===== src/rtl/lsu_mem_master_if.sv =====
// Bus bundle for lsu_mem_master: core-side request/response channels and the
// word-organised data memory port.
//
// Handshake rule for both channels: a transfer happens at a rising clock edge
// where valid and ready are both high. While valid is high without ready, the
// sender holds its payload stable. The request channel is accepted only while
// the block is idle. The response channel holds its payload until it is
// taken.
interface lsu_mem_master_if #(
   parameter int ADDR_W = 32
);
   logic              req_valid;
   logic              req_ready;
   logic              req_we;
   logic [1:0]        req_size;
   logic              req_signed;
   logic [ADDR_W-1:0] req_addr;
   logic [31:0]       req_wdata;
   logic              resp_valid;
   logic              resp_ready;
   logic [31:0]       resp_rdata;
   logic              resp_err;
   logic [ADDR_W-1:0] mem_addr;
   logic [31:0]       mem_wd;
   logic              mem_we;
   logic [31:0]       mem_rd;

   // Load/store unit side: takes requests, drives memory and responses.
   modport master (
      input  req_valid, req_we, req_size, req_signed, req_addr, req_wdata,
      output req_ready,
      output resp_valid, resp_rdata, resp_err,
      input  resp_ready,
      output mem_addr, mem_wd, mem_we,
      input  mem_rd
   );

   // Environment side: core request source, response sink and data memory.
   modport slave (
      output req_valid, req_we, req_size, req_signed, req_addr, req_wdata,
      input  req_ready,
      input  resp_valid, resp_rdata, resp_err,
      output resp_ready,
      input  mem_addr, mem_wd, mem_we,
      output mem_rd
   );
endinterface


===== src/rtl/lsu_mem_master.sv =====
// lsu_mem_master: byte/halfword/word load-store initiator in front of a
// word-only data memory (combinational read, synchronous word write).
// Sub-word stores are done as read-modify-write. Requests outside the
// memory or with the reserved size are rejected with resp_err.
// Optional macro LSU_ALIGN_CHECK_EN: when defined, misaligned halfword/word
// requests are rejected. Otherwise the low address bits are truncated to
// natural alignment.
module lsu_mem_master #(
   parameter int MEM_WORDS = 64,
   parameter int ADDR_W    = 32
) (
   input  logic                clk,
   input  logic                reset,
   lsu_mem_master_if.master    bus,
   output logic [1:0]          dbg_state_o
);

   typedef enum logic [1:0] {
      IDLE  = 2'd0,
      READ  = 2'd1,
      WRITE = 2'd2,
      RESP  = 2'd3
   } state_t;

   localparam logic [ADDR_W-3:0] IDX_LIMIT = (ADDR_W-2)'(MEM_WORDS);

   state_t            state_q;
   logic              we_q;
   logic [1:0]        size_q;
   logic              signed_q;
   logic [1:0]        lane_q;
   logic [15:0]       wdata_q;
   logic [ADDR_W-1:0] mem_addr_q;
   logic [31:0]       mem_wd_q;
   logic              mem_we_q;
   logic              resp_valid_q;
   logic [31:0]       resp_rdata_q;
   logic              resp_err_q;

   logic              acc_err_d;
   logic [1:0]        acc_lane_d;
   logic [7:0]        byte_sel_d;
   logic [15:0]       half_sel_d;
   logic [31:0]       load_d;
   logic [31:0]       merge_d;

   // Request classification: rejection reasons and effective byte lane.
   always_comb begin
      acc_err_d = (bus.req_size == 2'b11) ||
                  (bus.req_addr[ADDR_W-1:2] >= IDX_LIMIT);
`ifdef LSU_ALIGN_CHECK_EN
      if ((bus.req_size == 2'b01) && bus.req_addr[0]) begin
         acc_err_d = 1'b1;
      end
      if ((bus.req_size == 2'b10) && (bus.req_addr[1:0] != 2'b00)) begin
         acc_err_d = 1'b1;
      end
`endif
      // Truncation to natural alignment; a no-op for aligned requests.
      case (bus.req_size)
         2'b00:   acc_lane_d = bus.req_addr[1:0];
         2'b01:   acc_lane_d = {bus.req_addr[1], 1'b0};
         default: acc_lane_d = 2'b00;
      endcase
   end

   // Lane extraction for loads and lane merge for sub-word stores.
   always_comb begin
      byte_sel_d = 8'(bus.mem_rd >> {lane_q, 3'b000});
      half_sel_d = lane_q[1] ? bus.mem_rd[31:16] : bus.mem_rd[15:0];
      case (size_q)
         2'b00:   load_d = {{24{signed_q & byte_sel_d[7]}}, byte_sel_d};
         2'b01:   load_d = {{16{signed_q & half_sel_d[15]}}, half_sel_d};
         default: load_d = bus.mem_rd;
      endcase
      merge_d = bus.mem_rd;
      if (size_q == 2'b00) begin
         case (lane_q)
            2'b00:   merge_d = {bus.mem_rd[31:8], wdata_q[7:0]};
            2'b01:   merge_d = {bus.mem_rd[31:16], wdata_q[7:0], bus.mem_rd[7:0]};
            2'b10:   merge_d = {bus.mem_rd[31:24], wdata_q[7:0], bus.mem_rd[15:0]};
            default: merge_d = {wdata_q[7:0], bus.mem_rd[23:0]};
         endcase
      end else begin
         merge_d = lane_q[1] ? {wdata_q, bus.mem_rd[15:0]}
                             : {bus.mem_rd[31:16], wdata_q};
      end
   end

   // Control FSM with registered memory and response outputs.
   always_ff @(posedge clk or posedge reset) begin
      if (reset) begin
         state_q      <= IDLE;
         we_q         <= 1'b0;
         size_q       <= 2'b00;
         signed_q     <= 1'b0;
         lane_q       <= 2'b00;
         wdata_q      <= 16'h0;
         mem_addr_q   <= '0;
         mem_wd_q     <= 32'h0;
         mem_we_q     <= 1'b0;
         resp_valid_q <= 1'b0;
         resp_rdata_q <= 32'h0;
         resp_err_q   <= 1'b0;
      end else begin
         case (state_q)
            IDLE: begin
               if (bus.req_valid) begin
                  we_q         <= bus.req_we;
                  size_q       <= bus.req_size;
                  signed_q     <= bus.req_signed;
                  lane_q       <= acc_lane_d;
                  wdata_q      <= bus.req_wdata[15:0];
                  mem_addr_q   <= {bus.req_addr[ADDR_W-1:2], 2'b00};
                  resp_rdata_q <= 32'h0;
                  resp_err_q   <= 1'b0;
                  if (acc_err_d) begin
                     resp_err_q   <= 1'b1;
                     resp_valid_q <= 1'b1;
                     state_q      <= RESP;
                  end else if (bus.req_we && (bus.req_size == 2'b10)) begin
                     mem_wd_q <= bus.req_wdata;
                     mem_we_q <= 1'b1;
                     state_q  <= WRITE;
                  end else begin
                     state_q <= READ;
                  end
               end
            end
            READ: begin
               if (we_q) begin
                  mem_wd_q <= merge_d;
                  mem_we_q <= 1'b1;
                  state_q  <= WRITE;
               end else begin
                  resp_rdata_q <= load_d;
                  resp_valid_q <= 1'b1;
                  state_q      <= RESP;
               end
            end
            WRITE: begin
               mem_we_q     <= 1'b0;
               resp_valid_q <= 1'b1;
               state_q      <= RESP;
            end
            RESP: begin
               if (bus.resp_ready) begin
                  resp_valid_q <= 1'b0;
                  state_q      <= IDLE;
               end
            end
            default: state_q <= IDLE;
         endcase
      end
   end

   assign bus.req_ready  = (state_q == IDLE);
   assign bus.resp_valid = resp_valid_q;
   assign bus.resp_rdata = resp_rdata_q;
   assign bus.resp_err   = resp_err_q;
   assign bus.mem_addr   = mem_addr_q;
   assign bus.mem_wd     = mem_wd_q;
   assign bus.mem_we     = mem_we_q;
   assign dbg_state_o    = state_q;

endmodule


===== src/flat_wrapper.sv =====
// flat-port wrapper written by rule: the top's interface ports become plain ports
module lsu_mem_master_flat 
#(
   parameter int MEM_WORDS = 64,
   parameter int ADDR_W    = 32
)
  (clk, reset, dbg_state_o, bus_req_valid, bus_req_we, bus_req_size, bus_req_signed, bus_req_addr, bus_req_wdata, bus_req_ready, bus_resp_valid, bus_resp_rdata, bus_resp_err, bus_resp_ready, bus_mem_addr, bus_mem_wd, bus_mem_we, bus_mem_rd);
  lsu_mem_master_if #(.ADDR_W(ADDR_W)) bus_i ();
  input  logic clk;
  input  logic reset;
  output logic [1:0] dbg_state_o;
  input wire logic [$bits(bus_i.req_valid)-1:0] bus_req_valid;
  input wire logic [$bits(bus_i.req_we)-1:0] bus_req_we;
  input wire logic [$bits(bus_i.req_size)-1:0] bus_req_size;
  input wire logic [$bits(bus_i.req_signed)-1:0] bus_req_signed;
  input wire logic [$bits(bus_i.req_addr)-1:0] bus_req_addr;
  input wire logic [$bits(bus_i.req_wdata)-1:0] bus_req_wdata;
  output wire logic [$bits(bus_i.req_ready)-1:0] bus_req_ready;
  output wire logic [$bits(bus_i.resp_valid)-1:0] bus_resp_valid;
  output wire logic [$bits(bus_i.resp_rdata)-1:0] bus_resp_rdata;
  output wire logic [$bits(bus_i.resp_err)-1:0] bus_resp_err;
  input wire logic [$bits(bus_i.resp_ready)-1:0] bus_resp_ready;
  output wire logic [$bits(bus_i.mem_addr)-1:0] bus_mem_addr;
  output wire logic [$bits(bus_i.mem_wd)-1:0] bus_mem_wd;
  output wire logic [$bits(bus_i.mem_we)-1:0] bus_mem_we;
  input wire logic [$bits(bus_i.mem_rd)-1:0] bus_mem_rd;
  assign bus_i.req_valid = bus_req_valid;
  assign bus_i.req_we = bus_req_we;
  assign bus_i.req_size = bus_req_size;
  assign bus_i.req_signed = bus_req_signed;
  assign bus_i.req_addr = bus_req_addr;
  assign bus_i.req_wdata = bus_req_wdata;
  assign bus_req_ready = bus_i.req_ready;
  assign bus_resp_valid = bus_i.resp_valid;
  assign bus_resp_rdata = bus_i.resp_rdata;
  assign bus_resp_err = bus_i.resp_err;
  assign bus_i.resp_ready = bus_resp_ready;
  assign bus_mem_addr = bus_i.mem_addr;
  assign bus_mem_wd = bus_i.mem_wd;
  assign bus_mem_we = bus_i.mem_we;
  assign bus_i.mem_rd = bus_mem_rd;
  lsu_mem_master #(.MEM_WORDS(MEM_WORDS), .ADDR_W(ADDR_W)) u_core (.clk(clk), .reset(reset), .bus(bus_i), .dbg_state_o(dbg_state_o));
endmodule

===== config.mk =====
export PLATFORM = sky130hd
export DESIGN_NAME = lsu_mem_master_flat
export DESIGN_NICKNAME = d
export VERILOG_FILES = /design/src/rtl/lsu_mem_master_if.sv /design/src/rtl/lsu_mem_master.sv /design/src/flat_wrapper.sv
export SDC_FILE = /design/constraint.sdc
export NUM_CORES = 1
export LEC_CHECK = 0
export ABC_AREA = 1
export CAP_MARGIN = 20
export CORE_AREA = 2 2 134 136
export CTS_CLUSTER_SIZE = 10
export DETAILED_ROUTE_END_ITERATION = 7
export DIE_AREA = 0 0 136 138
export PLACE_DENSITY = 0.72
export RECOVER_POWER = 50
export SLEW_MARGIN = 5
export SYNTH_ARGS = -nofsm -noshare
export SYNTH_HDL_FRONTEND = slang
export SYNTH_SLANG_ARGS = --single-unit

===== constraint.sdc =====
create_clock -name clk -period 3.35 [get_ports clk]
set_input_delay 0.335 -clock clk [delete_from_list [all_inputs] [get_ports clk]]
set_output_delay 0.335 -clock clk [all_outputs]
set_load 0.01 [all_outputs]

==> flow_metrics.env, run 1 <==
export IMPL_num_nets_final=1269
export IMPL_num_io_pins=206
export IMPL_wl_per_cell_um=16.0
export IMPL_synthDistinctLibCells=28
export IMPL_holdWs_ns=0.446
export IMPL_post_cts_buffers=0
export IMPL_grt_pass1_vias=6972
export IMPL_period_share_pct=77.8
export IMPL_tightestPinTransition_ns=1.49
export IMPL_min_delay_path_class="in -> reg"
export IMPL_cts_resized=0
export IMPL_drive_gt1_share_pct=5.80
export IMPL_violations="max-capacitance violations"
export IMPL_yosys_area_top_type="dfrtp_1"
export IMPL_cts_root_buffer="clkbuf_16"
export IMPL_required_ns=3.70
export IMPL_syn_area_per_cell_um2=6.95
export IMPL_fin_skew_ns=0.00849
export IMPL_finalPower_uw=9000
export IMPL_synth_async_sr_flop_share_pct=100
export IMPL_globalplace_congestion=0.885
export IMPL_synth_edf_count=0
export IMPL_htreeDepth=4
export IMPL_period_needed_ns=2.61
export IMPL_overflow=0
export IMPL_synthFlopType="dfrtp_1"
export IMPL_slew_viol_final=0
export IMPL_vdd_drop_max_mv=0.497
export IMPL_critPathArrivalTime_ns=2.96
export IMPL_power_leakage_uw=0.00483
export IMPL_synth_commonest_cells="nand2_1 (436), dfrtp_1 (121), nand3_1 (110), inv_1 (58), o21ai_0 (43)"
export IMPL_dr_total_vias=7200
export IMPL_ys_ff_latch=121
export IMPL_rr_worst_depth=10
export IMPL_maxSlewHeadroom_pct=0.0115
export IMPL_numCtsBuffers=17
export IMPL_antennaDiodeCount=0
export IMPL_start_util_pct=39.0
export IMPL_rows=49
export IMPL_synth_most_common_cell="nand2_1"
export IMPL_grt_use_total_pct=24.3
export IMPL_cts_tree="done"
export IMPL_crit_type="reg -> reg"
export IMPL_clockBufferDepth=2
export IMPL_grt_setup_unrepaired="no"
export IMPL_coreArea_um2=17500
export IMPL_ant_nets=0
export IMPL_avgViaCountPerCell=5.14
export IMPL_yosysTopAreaCellShare_pct=44.2
export IMPL_cap_violations=1
export IMPL_yosys_top_cells_area="dfrtp_1 (44%), nand2_1 (24%), nand3_1 (8.0%)"
export IMPL_dr_pass1_iters=6
export IMPL_clk_latency_ns=0.42
export IMPL_synthCells=984
export IMPL_drc=0
export IMPL_critPathLaunchType="flip-flop"
export IMPL_hpwl_um=16100
export IMPL_grt_pass1_wl_um=35800
export IMPL_cts_sinks=121
export IMPL_setup_viol=0
export IMPL_timing_fmax_mhz=384
export IMPL_die_y_um=138
export IMPL_cp_max_fo=32
export IMPL_power_density_nw_per_um2=941
export IMPL_antenna_found_initial=0
export IMPL_path_clk_slew_ns=0.05
export IMPL_wl_um=22500
export IMPL_tns_ns=0
export IMPL_syn_to_final_growth_pct=39.9
export IMPL_die_w_um=136
export IMPL_yosys_warnings=0
export IMPL_end_kind="flip-flop"
export IMPL_cts_hold_buf=0
export IMPL_status="finished, violations left"
export IMPL_syn_area_um2=6840
export IMPL_dieArea_um2=18800
export IMPL_grt_max_degree=58
export IMPL_drt_first_iter_violations=645
export IMPL_ys_seq_area_share_pct=44.2
export IMPL_portBuffers=203
export IMPL_hold_viol_final=0
export IMPL_hold_depth=3
## path summary, 6_finish.rpt
kind / from / to / slack, ns
worst min register to register: u_core.bus.mem_wd[17] / u_core.bus.mem_wd[17] / 0.46
max in group asynchronous: reset / u_core.wdata_q[11] / 0.83
min in group asynchronous: reset / u_core.wdata_q[3] / 0.71
worst max register to register: u_core.dbg_state_o[0] / u_core.bus.resp_rdata[21] / 0.74
worst min-delay path: bus_req_addr[5] / u_core.bus.mem_addr[5] / 0.45
worst max-delay path: u_core.dbg_state_o[0] / u_core.bus.resp_rdata[21] / 0.74
## routing by layer
layer,up-vias,share of wire (%),GRT usage (%)
met5,-,0,0
li1,3520,-,-
met1,3307,40,30.0
met4,0,2.7,8.28
met2,328,48,39.8
met3,45,9.5,8.03
## logic make-up (layout without fill, tap and decap cells)
family | count (synthesis) | in the layout | synth area share (%)
AND/OR/NAND/NOR | 635 | 635 | 39.1
buffers and inverters | 127 | 315 | 7.97
flip-flops | 121 | 121 | 44.2
AO/OA/AOI/OAI | 95 | 95 | 7.75
adder cells (fa/ha/maj) | 5 | 5 | 0.914
other | 1 | 2 | 0.0548
## state kept, by name (all words and copies together), names as in the netlist, 2 cells and up
name                   flops
u_core.size_q              2
u_core.dbg_state_o         2
u_core.bus.resp_rdata     32
u_core.bus.mem_addr       30
u_core.lane_q              2
u_core.wdata_q            16
u_core.bus.mem_wd         32
## cell usage in the layout, fill, tap and decap left out, drive strengths merged, types with 7 or more instances in the layout
cell	n
a21oi	19
buf	11
clkbuf	22
clkdlybuf4s50	152
clkinv	7
dfrtp	121
dlygate4sd3	51
inv	65
nand2	442
nand3	112
nand4	36
nor2	44
o211ai	13
o21ai	48
o22ai	13
## critical path, stage by stage (launching register included)
cell     delay (ns)
dfrtp_1        0.45
inv_1          0.11
ha_1           0.34
inv_1          0.10
nor2_1         0.21
inv_1          0.11
nand2_2        0.43
nand2_1        0.13
inv_2          0.42
nand2_1        0.12
nand2_1        0.10
## power breakdown
part	switching (µW)	total (µW)	internal, µW
registers	578	2710	2130
logic	2590	4420	1830
clock network	672	1870	1200
total	3840	9000	5160
## through the flow
stage / utilization [%] / instance area, µm² / cells / worst slack, ns
2_1_floorplan: - / 6850 / 985 / 1.53
4_1_cts: 54.7 / 9590 / 1402 / 0.748
3_3_place_gp: 51.3 / 8990 / 1370 / 0.828
5_1_grt: 54.6 / 9570 / 1402 / 0.345
6_report: 54.6 / 9570 / 1402 / 0.743
3_5_place_dp: 51.3 / 8990 / 1370 / 0.793
## area by class of cell
type                       count  area [µm²]
multi-input combinational    737        3270
tap                          229         287
fill                        1685        7960
inverter                      66         249
clock buffer                  19         453
timing repair buffer         217        2130
sequential                   121        3030
clock inverter                13         151
No activity file was read; power rests on OpenSTA's default activity.
==> run 2: changes to the inputs <==
==> constraint.sdc (replaced) <==
create_clock -name clk -period 2.17 [get_ports clk]
set_input_delay 0.217 -clock clk [delete_from_list [all_inputs] [get_ports clk]]
set_output_delay 0.217 -clock clk [all_outputs]
set_load 0.01 [all_outputs]
==> run 2 against run 1 <==
Compared with the run above:
- the run ends with max-capacitance violations, max-slew violations left
- clock power is 74% higher
- hold slack worse by 0.11 ns
- cell count is 0.71% higher
- sequential share of layout area is 0.57 points lower
- flip-flop and latch count stayed put
- combinational power is 61% higher
- fmax is 40% higher
==> flow_metrics.env, run 2 (synthesis results as in run 1) <==
export IMPL_status="finished, violations left"
export IMPL_violations="max-capacitance violations, max-slew violations"
export IMPL_wl_per_cell_um=15.9
export IMPL_path_buf_inv=1
export IMPL_tightestPinTransition_ns=1.55
export IMPL_slowest_stage="dfrtp_1"
export IMPL_crit_type="reg -> reg"
export IMPL_cp_max_fo=16
export IMPL_power_density_nw_per_um2=1480
export IMPL_met1Wirelength_um=9080
export IMPL_antennaDiodeCount=0
export IMPL_drt_first_iter_violations=638
export IMPL_path_clk_slew_ns=0.06
export IMPL_wl_met2_um=10700
export IMPL_dr_pass1_iters=6
export IMPL_cts_root_buffer="clkbuf_16"
export IMPL_fill_cells=1669
export IMPL_final_cell_mix="nand2_1 (436), clkdlybuf4s50_1 (151), dfrtp_1 (119), nand3_1 (110), inv_1 (57)"
export IMPL_grt_pass1_vias=6904
export IMPL_numCtsBuffers=17
export IMPL_dr_total_vias=7226
export IMPL_setup_viol=0
export IMPL_fin_skew_ns=0.00564
export IMPL_wl_um=22500
export IMPL_slew_viol_final=30
export IMPL_coreArea_um2=17500
export IMPL_dieArea_um2=18800
export IMPL_critPathLaunchType="flip-flop"
export IMPL_grt_setup_unrepaired="no"
export IMPL_tns_ns=0
export IMPL_cap_violations=1
export IMPL_cp_common_cell="nand2_1"
export IMPL_grt_use_total_pct=24.5
export IMPL_cts_hold_buf=0
export IMPL_final_cells=1412
export IMPL_maxSlewHeadroom_pct=-3.06
export IMPL_clockBufferDepth=2
export IMPL_grt_pass1_wl_um=36200
export IMPL_timing_fmax_mhz=537
export IMPL_topRoutingLayerUsed="met4"
export IMPL_num_io_pins=206
export IMPL_drive_gt1_share_pct=6.59
export IMPL_ant_nets=0
export IMPL_power_leakage_uw=0.00492
export IMPL_max_stage_delay_ns=0.52
export IMPL_post_route_util_pct=55.6
export IMPL_routed_wl_met3_um=2050
export IMPL_period_needed_ns=1.86
export IMPL_htreeDepth=4
export IMPL_crit_path_cell_trace="nor2_4, nand2_1, inv_2, nand2_1, nand2_2, nand2_4, nand3_4, nand2_1, nand2_1"
export IMPL_rows=49
export IMPL_antenna_found_initial=0
export IMPL_die_y_um=138
export IMPL_portBuffers=203
export IMPL_hpwl_um=16100
export IMPL_clk_latency_ns=0.42
export IMPL_syn_to_final_growth_pct=42.5
export IMPL_place_inst=1380
export IMPL_num_nets_final=1279
export IMPL_drc=0
export IMPL_globalplace_congestion=0.910
export IMPL_required_ns=2.48
export IMPL_die_w_um=136
export IMPL_cts_sinks=121
export IMPL_min_delay_path_class="in -> reg"
export IMPL_layout_commonest_cell="nand2_1"
export IMPL_vdd_drop_max_mv=0.727
export IMPL_period_share_pct=85.8
export IMPL_overflow=0
export IMPL_cts_tree="done"
export IMPL_grt_max_degree=93
export IMPL_start_util_pct=39.0
export IMPL_end_kind="flip-flop"
export IMPL_hold_viol_final=0
export IMPL_critical_path_top_delay_family="simple AND/OR/NAND/NOR gates"
export IMPL_critPathArrivalTime_ns=2.17
export IMPL_avgViaCountPerCell=5.12
[run 2: timing repair]
item                       CTS  global route
setup buffers                0             0
setup endpoints to repair    0             1
gates resized for setup      0             2
[run 2: area by class of cell]
class	instances	area (µm²)	share of cell area [%]
repair buffers	227	2240	22.9
flip-flops and latches	121	3030	31.1
clock buffers	18	429	4.40
clock inverters	14	246	2.53
inverters	66	249	2.55
well taps	229	287	2.94
multi-input cells	737	3270	33.6
[run 2: final timing paths]
path                                        endpoint  cells past startpoint                   from  slack (ns)
min in group asynchronous          u_core.wdata_q[3]                      3                  reset        0.72
hold / removal                u_core.bus.mem_addr[5]                      3        bus_req_addr[5]        0.33
max in group asynchronous      u_core.bus.mem_wd[27]                      3                  reset        0.45
setup reg to reg           u_core.bus.resp_rdata[31]                      9       u_core.size_q[1]        0.31
setup / recovery           u_core.bus.resp_rdata[31]                      9       u_core.size_q[1]        0.31
hold reg to reg                u_core.bus.mem_wd[25]                      2  u_core.bus.mem_wd[25]        0.47
[run 2: power breakdown]
group	total (µW)	internal, µW	switching (µW)
Sequential	4090	3290	797
Combinational	7110	2990	4120
Clock	3260	2160	1090
Total	14500	8450	6010
[run 2: routing by layer]
layer	GRT usage (%)	vias up
li1	-	3550
met1	31.4	3296
met2	39.2	335
met3	6.93	45
met4	9.59	0
met5	0	-
[run 2: worst reg2reg max path, delay by kind of cell (launching register included)]
kind	cells	cell delay (ns)
buffers and inverters	1	0.15
DFF	1	0.52
and+or+nand+nor	8	1.09
[run 2: metrics by stage]
step / total power, µW / setup slack [ns] / hold WS [ns] / cell area [µm²]
global placement: 11200 / 0.309 / 0.458 / 9090
finish: 14500 / 0.309 / 0.333 / 9750
global route: 15600 / 0.0855 / 0.349 / 9750
CTS: 14700 / 0.0443 / 0.288 / 9770
detailed placement: 11400 / 0.243 / 0.457 / 9090
floorplan: 8260 / 0.368 / 0.327 / 6850
